## src/rtl/vdic_alu_pkg.sv

```systemverilog
// vdic_alu_pkg: shared word widths, opcode/status encodings and parity helper for the serial ALU link.
package vdic_alu_pkg;
  localparam int DEF_DATA_W = 8;
  localparam int DEF_MAX_OPERANDS = 8;
  localparam int WORD_W = DEF_DATA_W + 2;
  localparam int RESP_W = 3 * WORD_W;
  typedef enum logic [7:0] {
    OP_NOP = 8'h00,
    OP_AND = 8'h01,
    OP_OR  = 8'h02,
    OP_XOR = 8'h03,
    OP_ADD = 8'h10,
    OP_SUB = 8'h20
  } operation_t;
  typedef enum logic [7:0] {
    S_NONE                 = 8'h00,
    S_MISSING_DATA         = 8'h01,
    S_DATA_STACK_OVERFLOW  = 8'h02,
    S_OUTPUT_FIFO_OVERFLOW = 8'h04,
    S_DATA_PARITY_ERROR    = 8'h20,
    S_COMMAND_PARITY_ERROR = 8'h40,
    S_INVALID_COMMAND      = 8'h80
  } status_t;
  // Even-parity bit over type + payload; the input side expects its inverse.
  function automatic logic word_parity(input logic [WORD_W-2:0] bits);
    return ^bits;
  endfunction
endpackage

```

## src/rtl/alu_word_serializer.sv

```systemverilog
// alu_word_serializer: 30-bit PISO that frames status/result as three parity-tagged words on dout.
module alu_word_serializer
  import vdic_alu_pkg::*;
#(
  parameter int DATA_W = DEF_DATA_W
) (
  input  logic                  clk,
  input  logic                  rst_n,
  input  logic                  load,
  input  logic [DATA_W-1:0]     status,
  input  logic [2*DATA_W-1:0]   result,
  output logic                  dout,
  output logic                  dout_valid,
  output logic                  done
);
  localparam int N = 3 * (DATA_W + 2);
  localparam int CW = $clog2(N);
  logic [N-1:0] sh;
  logic [CW-1:0] cnt;
  logic [N-1:0] frame;
  assign frame = {1'b1, status, word_parity({1'b1, status}),
                  1'b0, result[2*DATA_W-1:DATA_W], word_parity({1'b0, result[2*DATA_W-1:DATA_W]}),
                  1'b0, result[DATA_W-1:0], word_parity({1'b0, result[DATA_W-1:0]})};
  assign dout = dout_valid & sh[N-1];
  assign done = dout_valid && cnt == CW'(N - 1);
  always_ff @(posedge clk or negedge rst_n)
    if (!rst_n) begin
      sh <= '0;
      cnt <= '0;
      dout_valid <= 1'b0;
    end else if (load) begin
      sh <= frame;
      cnt <= '0;
      dout_valid <= 1'b1;
    end else if (dout_valid) begin
      sh <= sh << 1;
      cnt <= cnt + 1'b1;
      if (done) dout_valid <= 1'b0;
    end
endmodule

```

## src/rtl/serial_alu_responder.sv

```systemverilog
// serial_alu_responder: deserialises operand/command words, folds the stacked operands and
// answers with a status/result frame through alu_word_serializer.
module serial_alu_responder
  import vdic_alu_pkg::*;
#(
  parameter int MAX_OPERANDS = DEF_MAX_OPERANDS,
  parameter int DATA_W = DEF_DATA_W
) (
  input  logic clk,
  input  logic rst_n,
  input  logic enable_n,
  input  logic din,
  output logic dout,
  output logic dout_valid
);
  localparam int CW = $clog2(MAX_OPERANDS + 1);
  localparam int IW = $clog2(MAX_OPERANDS);
  localparam int BW = $clog2(DATA_W + 2);
  localparam logic [1:0] IDLE = 2'd0, RX = 2'd1, EXEC = 2'd2, TX = 2'd3;
  logic [1:0] state, state_n;
  logic [BW-1:0] bit_cnt;
  logic [DATA_W:0] sh;
  logic [DATA_W-1:0] stack_d [MAX_OPERANDS];
  logic [MAX_OPERANDS-1:0] stack_bad;
  logic [CW-1:0] depth;
  logic dovf, fovf, cmd_bad, load, tx_done;
  logic [7:0] opcode;
  logic [DATA_W-1:0] status_n, status_q;
  logic [2*DATA_W-1:0] acc, opd, result_q;
  logic word_done, word_ok, accept, is_cmd, is_nop, exec_go, invalid;
  assign word_done = !enable_n && bit_cnt == BW'(DATA_W + 1);
  assign word_ok = ^{sh, din};
  assign accept = word_done && (state == IDLE || state == RX);
  assign is_cmd = sh[DATA_W];
  assign is_nop = word_ok && sh[DATA_W-1:0] == '0;
  assign exec_go = accept && is_cmd && !is_nop;
  assign invalid = !(opcode inside {OP_NOP, OP_AND, OP_OR, OP_XOR, OP_ADD, OP_SUB});
  assign status_n = (depth < CW'(2) ? S_MISSING_DATA : S_NONE)
                  | (dovf ? S_DATA_STACK_OVERFLOW : S_NONE)
                  | (fovf ? S_OUTPUT_FIFO_OVERFLOW : S_NONE)
                  | (|stack_bad ? S_DATA_PARITY_ERROR : S_NONE)
                  | (cmd_bad ? S_COMMAND_PARITY_ERROR : S_NONE)
                  | (invalid ? S_INVALID_COMMAND : S_NONE);
  always_comb begin
    acc = {{DATA_W{1'b0}}, stack_d[0]};
    opd = '0;
    for (int i = 1; i < MAX_OPERANDS; i++) begin
      opd = {{DATA_W{1'b0}}, stack_d[i]};
      if (CW'(i) < depth)
        acc = opcode == OP_AND ? acc & opd :
              opcode == OP_OR  ? acc | opd :
              opcode == OP_XOR ? acc ^ opd :
              opcode == OP_ADD ? acc + opd : acc - opd;
    end
  end
  always_comb
    state_n = exec_go ? EXEC :
              (state == IDLE || state == RX) ? (enable_n ? IDLE : RX) :
              state == EXEC ? TX : (tx_done ? IDLE : TX);
  always_ff @(posedge clk or negedge rst_n)
    if (!rst_n) begin
      state <= IDLE;
      bit_cnt <= '0;
      sh <= '0;
      for (int i = 0; i < MAX_OPERANDS; i++) stack_d[i] <= '0;
      stack_bad <= '0;
      depth <= '0;
      dovf <= 1'b0;
      fovf <= 1'b0;
      cmd_bad <= 1'b0;
      opcode <= '0;
      status_q <= '0;
      result_q <= '0;
      load <= 1'b0;
    end else begin
      state <= state_n;
      load <= state == EXEC;
      bit_cnt <= (enable_n || word_done) ? '0 : bit_cnt + 1'b1;
      if (!enable_n && !word_done) sh <= {sh[DATA_W-1:0], din};
      if (accept && !is_cmd) begin
        if (depth == CW'(MAX_OPERANDS)) dovf <= 1'b1;
        else begin
          stack_d[depth[IW-1:0]] <= sh[DATA_W-1:0];
          stack_bad[depth[IW-1:0]] <= !word_ok;
          depth <= depth + 1'b1;
        end
      end
      if (accept && is_cmd) begin
        opcode <= 8'(sh[DATA_W-1:0]);
        cmd_bad <= !word_ok;
      end
      if (state == EXEC) begin
        status_q <= status_n;
        result_q <= status_n != '0 ? '0 : acc;
      end
      if (state == EXEC || (accept && is_cmd && is_nop)) begin
        depth <= '0;
        stack_bad <= '0;
        dovf <= 1'b0;
        fovf <= 1'b0;
      end
      // Words completing while busy are lost; flag them for the next response.
      if (word_done && (state == EXEC || state == TX)) fovf <= 1'b1;
    end
  alu_word_serializer #(.DATA_W(DATA_W)) u_ser (
    .clk(clk),
    .rst_n(rst_n),
    .load(load),
    .status(status_q),
    .result(result_q),
    .dout(dout),
    .dout_valid(dout_valid),
    .done(tx_done)
  );
endmodule

```

## config.mk

```make
export PLATFORM = sky130hd
export DESIGN_NAME = serial_alu_responder
export DESIGN_NICKNAME = d
export VERILOG_FILES = /design/src/rtl/vdic_alu_pkg.sv /design/src/rtl/alu_word_serializer.sv /design/src/rtl/serial_alu_responder.sv
export SDC_FILE = /design/constraint.sdc
export NUM_CORES = 1
export LEC_CHECK = 0
export BUFFER_PORTS_ARGS = -buffer_cell sky130_fd_sc_hd__buf_2
export CORE_MARGIN = 2
export CORE_UTILIZATION = 30
export DETAILED_ROUTE_END_ITERATION = 10
export GPL_TIMING_DRIVEN = 0
export REMOVE_ABC_BUFFERS = 1
export SYNTH_ARGS = -nofsm -noshare
export SYNTH_HDL_FRONTEND = slang
export SYNTH_HIERARCHICAL = 1
export SYNTH_SLANG_ARGS = --single-unit
```

## constraint.sdc

```tcl
create_clock -name clk -period 31.9 [get_ports clk]
set_clock_uncertainty 0.2 [all_clocks]
set_input_delay 4.785 -clock clk [delete_from_list [all_inputs] [get_ports clk]]
set_output_delay 4.785 -clock clk [all_outputs]
set_load 0.01 [all_outputs]
```

==> flow_summary_export.csv <==
group,metric,value,unit
run_status,violations,"capacitance limit, slew limit",
pwr,p_clk_share,37.8,%
clock_tree,clock_path_buffers,2,
clock_tree,cts_setup_buffers,0,
route,wl_met3,3420,um
synth,synth_cell_types,86,
route,dr.first_iter.drc_count,1221,
critical_path,reg2reg_slack,17.54,ns
route,firstDrtPassIters,6,
synth,netlist_instances,2172,
flow_run,maxCapViolCount,1,
critical_path,arrival,14.52,ns
route,met2_length,24000,um
route,wl_met1,23500,um
grt,globalRouteOverflowTotal,0,
pwr,seqPwrFrac,43.0,%
die,io_pins,6,
sta,max_slew_margin,-0.137,%
final_layout,fin_util,32.8,%
critical_path,rr_startpoint,"opcode[0]$_DFFE_PN0P_",
grt,grt_max_degree,111,
route,ant_nets,0,
grt,grt_usage,17.6,%
clock_tree,numCtsBuffers,17,
route,dr.max_layer_used,"met4",
clock_tree,cts_tree,"yes",
final_layout,drive_gt1_share,7.18,%
synth,async_reset_ff_share,100,%
clock_tree,clk_latency,0.46,ns
sta,setup_slack,17.54,ns
pwr,ir_drop,0.0337,mV
pwr,power,546,uW
die,dieWidth,244,um
route,routed_wirelength,52700,um
clock_tree,cts_sinks,161,
critical_path,crit_path_start_kind,"flip-flop",
final_layout,final_common_cell,"ha_1",
sta,drv_slew,1,
critical_path,critical_path.slowest_cell,"nor4_2",
hold_path,hold_path.class,"flip-flop to flip-flop",
die,initial_utilization,30.2,%
sta,setup_tns,0,ns
pwr,leakage,0.00854,uW
grt,grt_pass1_vias,15100,
route,wire_per_inst,18.2,um
grt,grt_antenna_before_repair,0,
sta,fmax,69.6,MHz
synth,syn_area,17300,um^2
pwr,p_sw_share,34.4,%
run_status,status,"finished, violations left",
sta,tightest_slew,1.50,ns
final_layout,area_growth,8.73,%
route,drc,0,
final_layout,final_cell_mix,"ha_1 (225), nand2_1 (222), nor2_1 (184)",
synth,ys_warn_count,6,
final_layout,fill_cells,5997,
sta,rsz0062_at_grt,"false",
pwr,intPower,358,uW
synth,synthFlopType,"dfrtp_1",
sta,fin_crit_sh,45.0,%
sta,setup_viol,0,
die,core_area,57400,um^2
sta,hold_viol_final,0,
synth,ys_ff_latch,161,
final_layout,antenna_cells,0,
route,routed_via_density,5.45,
pwr,cellPowerDensity,29.0,nW/um^2
critical_path,endpoint_kind,"flip-flop",
critical_path,crit_type,"flip-flop to flip-flop",
critical_path,crit-reg2reg-capture,"result_q[15]$_DFFE_PN0P_",
clock_tree,ctsResizeCount,0,
hold_path,whs_path_depth,1,
clock_tree,hold_buffers,0,
die,rows,88,
die,dieHeight,244,um
critical_path,path_max_fanout,41,
hold_path,hold_start,"bit_cnt[0]$_DFF_PN0_",
route,vias,15800,
synth,yosysSeqAreaShare,23.3,%
pwr,p_comb_share,19.2,%
grt,grt_pass1_wl,83000,um
critical_path,crit_required,32.06,ns
placed_design,place.gp.congestion,0.923,
final_layout,nets,2355,
placed_design,hpwl,39200,um
hold_path,min_to,"bit_cnt[0]$_DFF_PN0_",
clock_tree,cts.clk_slew.worst_paths,0.07,ns
clock_tree,h-tree-depth,4,
placed_design,dp_slack,17.88,ns
critical_path,r2r_cells,51,
sta,min_period,14.36,ns
pwr,p_sw,188,uW
die,dieArea,59700,um^2
critical_path,cpPeakStageDelay,1.01,ns
clock_tree,cts-root-buf,"clkbuf_16",
critical_path,worst_path_most_repeated_cell,"ha_1",
synth,synth_edf_count,0,
synth,synth_area_per_cell,7.97,um^2
placed_design,port_buffers,5,
## registers in the layout, summed over array words and instances, names as in the netlist, 6 cells and up
signal,count
status_q,6
result_q,16
opcode,8
stack_bad,8
opd,8
sh,9
u_ser/sh,30
stack_d,56
## final cells by class
type,instances,area (um^2),area share (%)
multi-input cells,1750,12300,65.3
clock inverters,14,139,0.738
flip-flops and latches,161,4030,21.4
inverters,160,601,3.19
well taps,765,957,5.08
clock buffers,18,439,2.33
repair buffers,28,357,1.89
## synth_stat cells, drive strengths merged, types with 8 or more instances
master	number	share of area [%]
a21oi	158	4.6
nor2b	14	0.51
a2111oi	8	0.41
o21bai	22	0.98
a211o	8	0.40
clkbuf	67	1.5
o21a	20	0.87
buf	37	1.1
dfrtp	161	23
nand2b	14	0.51
a221oi	11	0.59
mux2	45	2.9
ha	225	16
a21o	42	1.8
a31oi	48	1.7
nand4	9	0.33
xor2	32	1.6
nor2	190	4.1
and3	14	0.51
or2	8	0.29
xnor2	108	5.5
nand3	40	1.2
nand2	223	4.8
nor3	47	1.5
inv	157	3.4
o21ai	172	5.0
o211ai	27	1.2
o22ai	17	0.61
o31ai	21	0.94
nor4	19	0.90
fa	8	0.92
mux2i	48	2.8
and2	14	0.51
a211oi	47	2.0
## layer usage
metal / up-vias / GRT usage, %
met5: - / 0
met4: 0 / 6.74
met3: 98 / 3.02
met2: 483 / 28.8
met1: 7560 / 23.0
li1: 7654 / -
## per-stage QoR
step	hold slack (ns)	area, um^2	cells
2_1_floorplan	0.261	16900	2071
3_3_place_gp	0.276	17900	2841
3_5_place_dp	0.287	18200	2864
4_1_cts	0.297	18800	2896
5_1_grt	0.312	18800	2896
6_report	0.293	18800	2896
## worst max path at each step
| stage | slack (ns) | startpoint | end |
|---|---|---|---|
| 3_3_place_gp | 8.87 | opcode[0]$_DFFE_PN0P_ | result_q[15]$_DFFE_PN0P_ |
| 6_report | 17.54 | opcode[0]$_DFFE_PN0P_ | result_q[15]$_DFFE_PN0P_ |
| 3_5_place_dp | 17.88 | opcode[0]$_DFFE_PN0P_ | result_q[15]$_DFFE_PN0P_ |
| 4_1_cts | 17.83 | opcode[0]$_DFFE_PN0P_ | result_q[15]$_DFFE_PN0P_ |
| 2_1_floorplan | 16.28 | opcode[0]$_DFFE_PN0P_ | result_q[15]$_DFFE_PN0P_ |
| 5_1_grt | 16.87 | opcode[0]$_DFFE_PN0P_ | result_q[15]$_DFFE_PN0P_ |
## cells by family after synthesis
logic type / synth area share [%]
compound gates: 24.5
mux: 5.70
xor+xnor: 7.08
flops: 23.3
fa+ha+maj: 17.2
buf+inv: 6.03
simple gates: 16.2
other cells: 0.0217
## power groups by stage
| stage | clock (uW) | combinational, uW | sequential [uW] |
|---|---|---|---|
| 2_1_floorplan | 0 | 79.0 | 223 |
| 3_3_place_gp | 0 | 99.8 | 237 |
| 3_5_place_dp | 0 | 104 | 238 |
| 4_1_cts | 212 | 104 | 233 |
| 5_1_grt | 221 | 118 | 235 |
| 6_report | 206 | 105 | 235 |
## worst max-delay path, delay by kind of cell, from the launching register on
family,cells,cell delay (ns)
flops,1,0.76
buf+inv,4,0.60
fa+ha+maj,7,2.22
compound gates,24,6.37
simple gates,12,3.39
xor+xnor,4,0.70
Power figures use the tool's default switching activity.
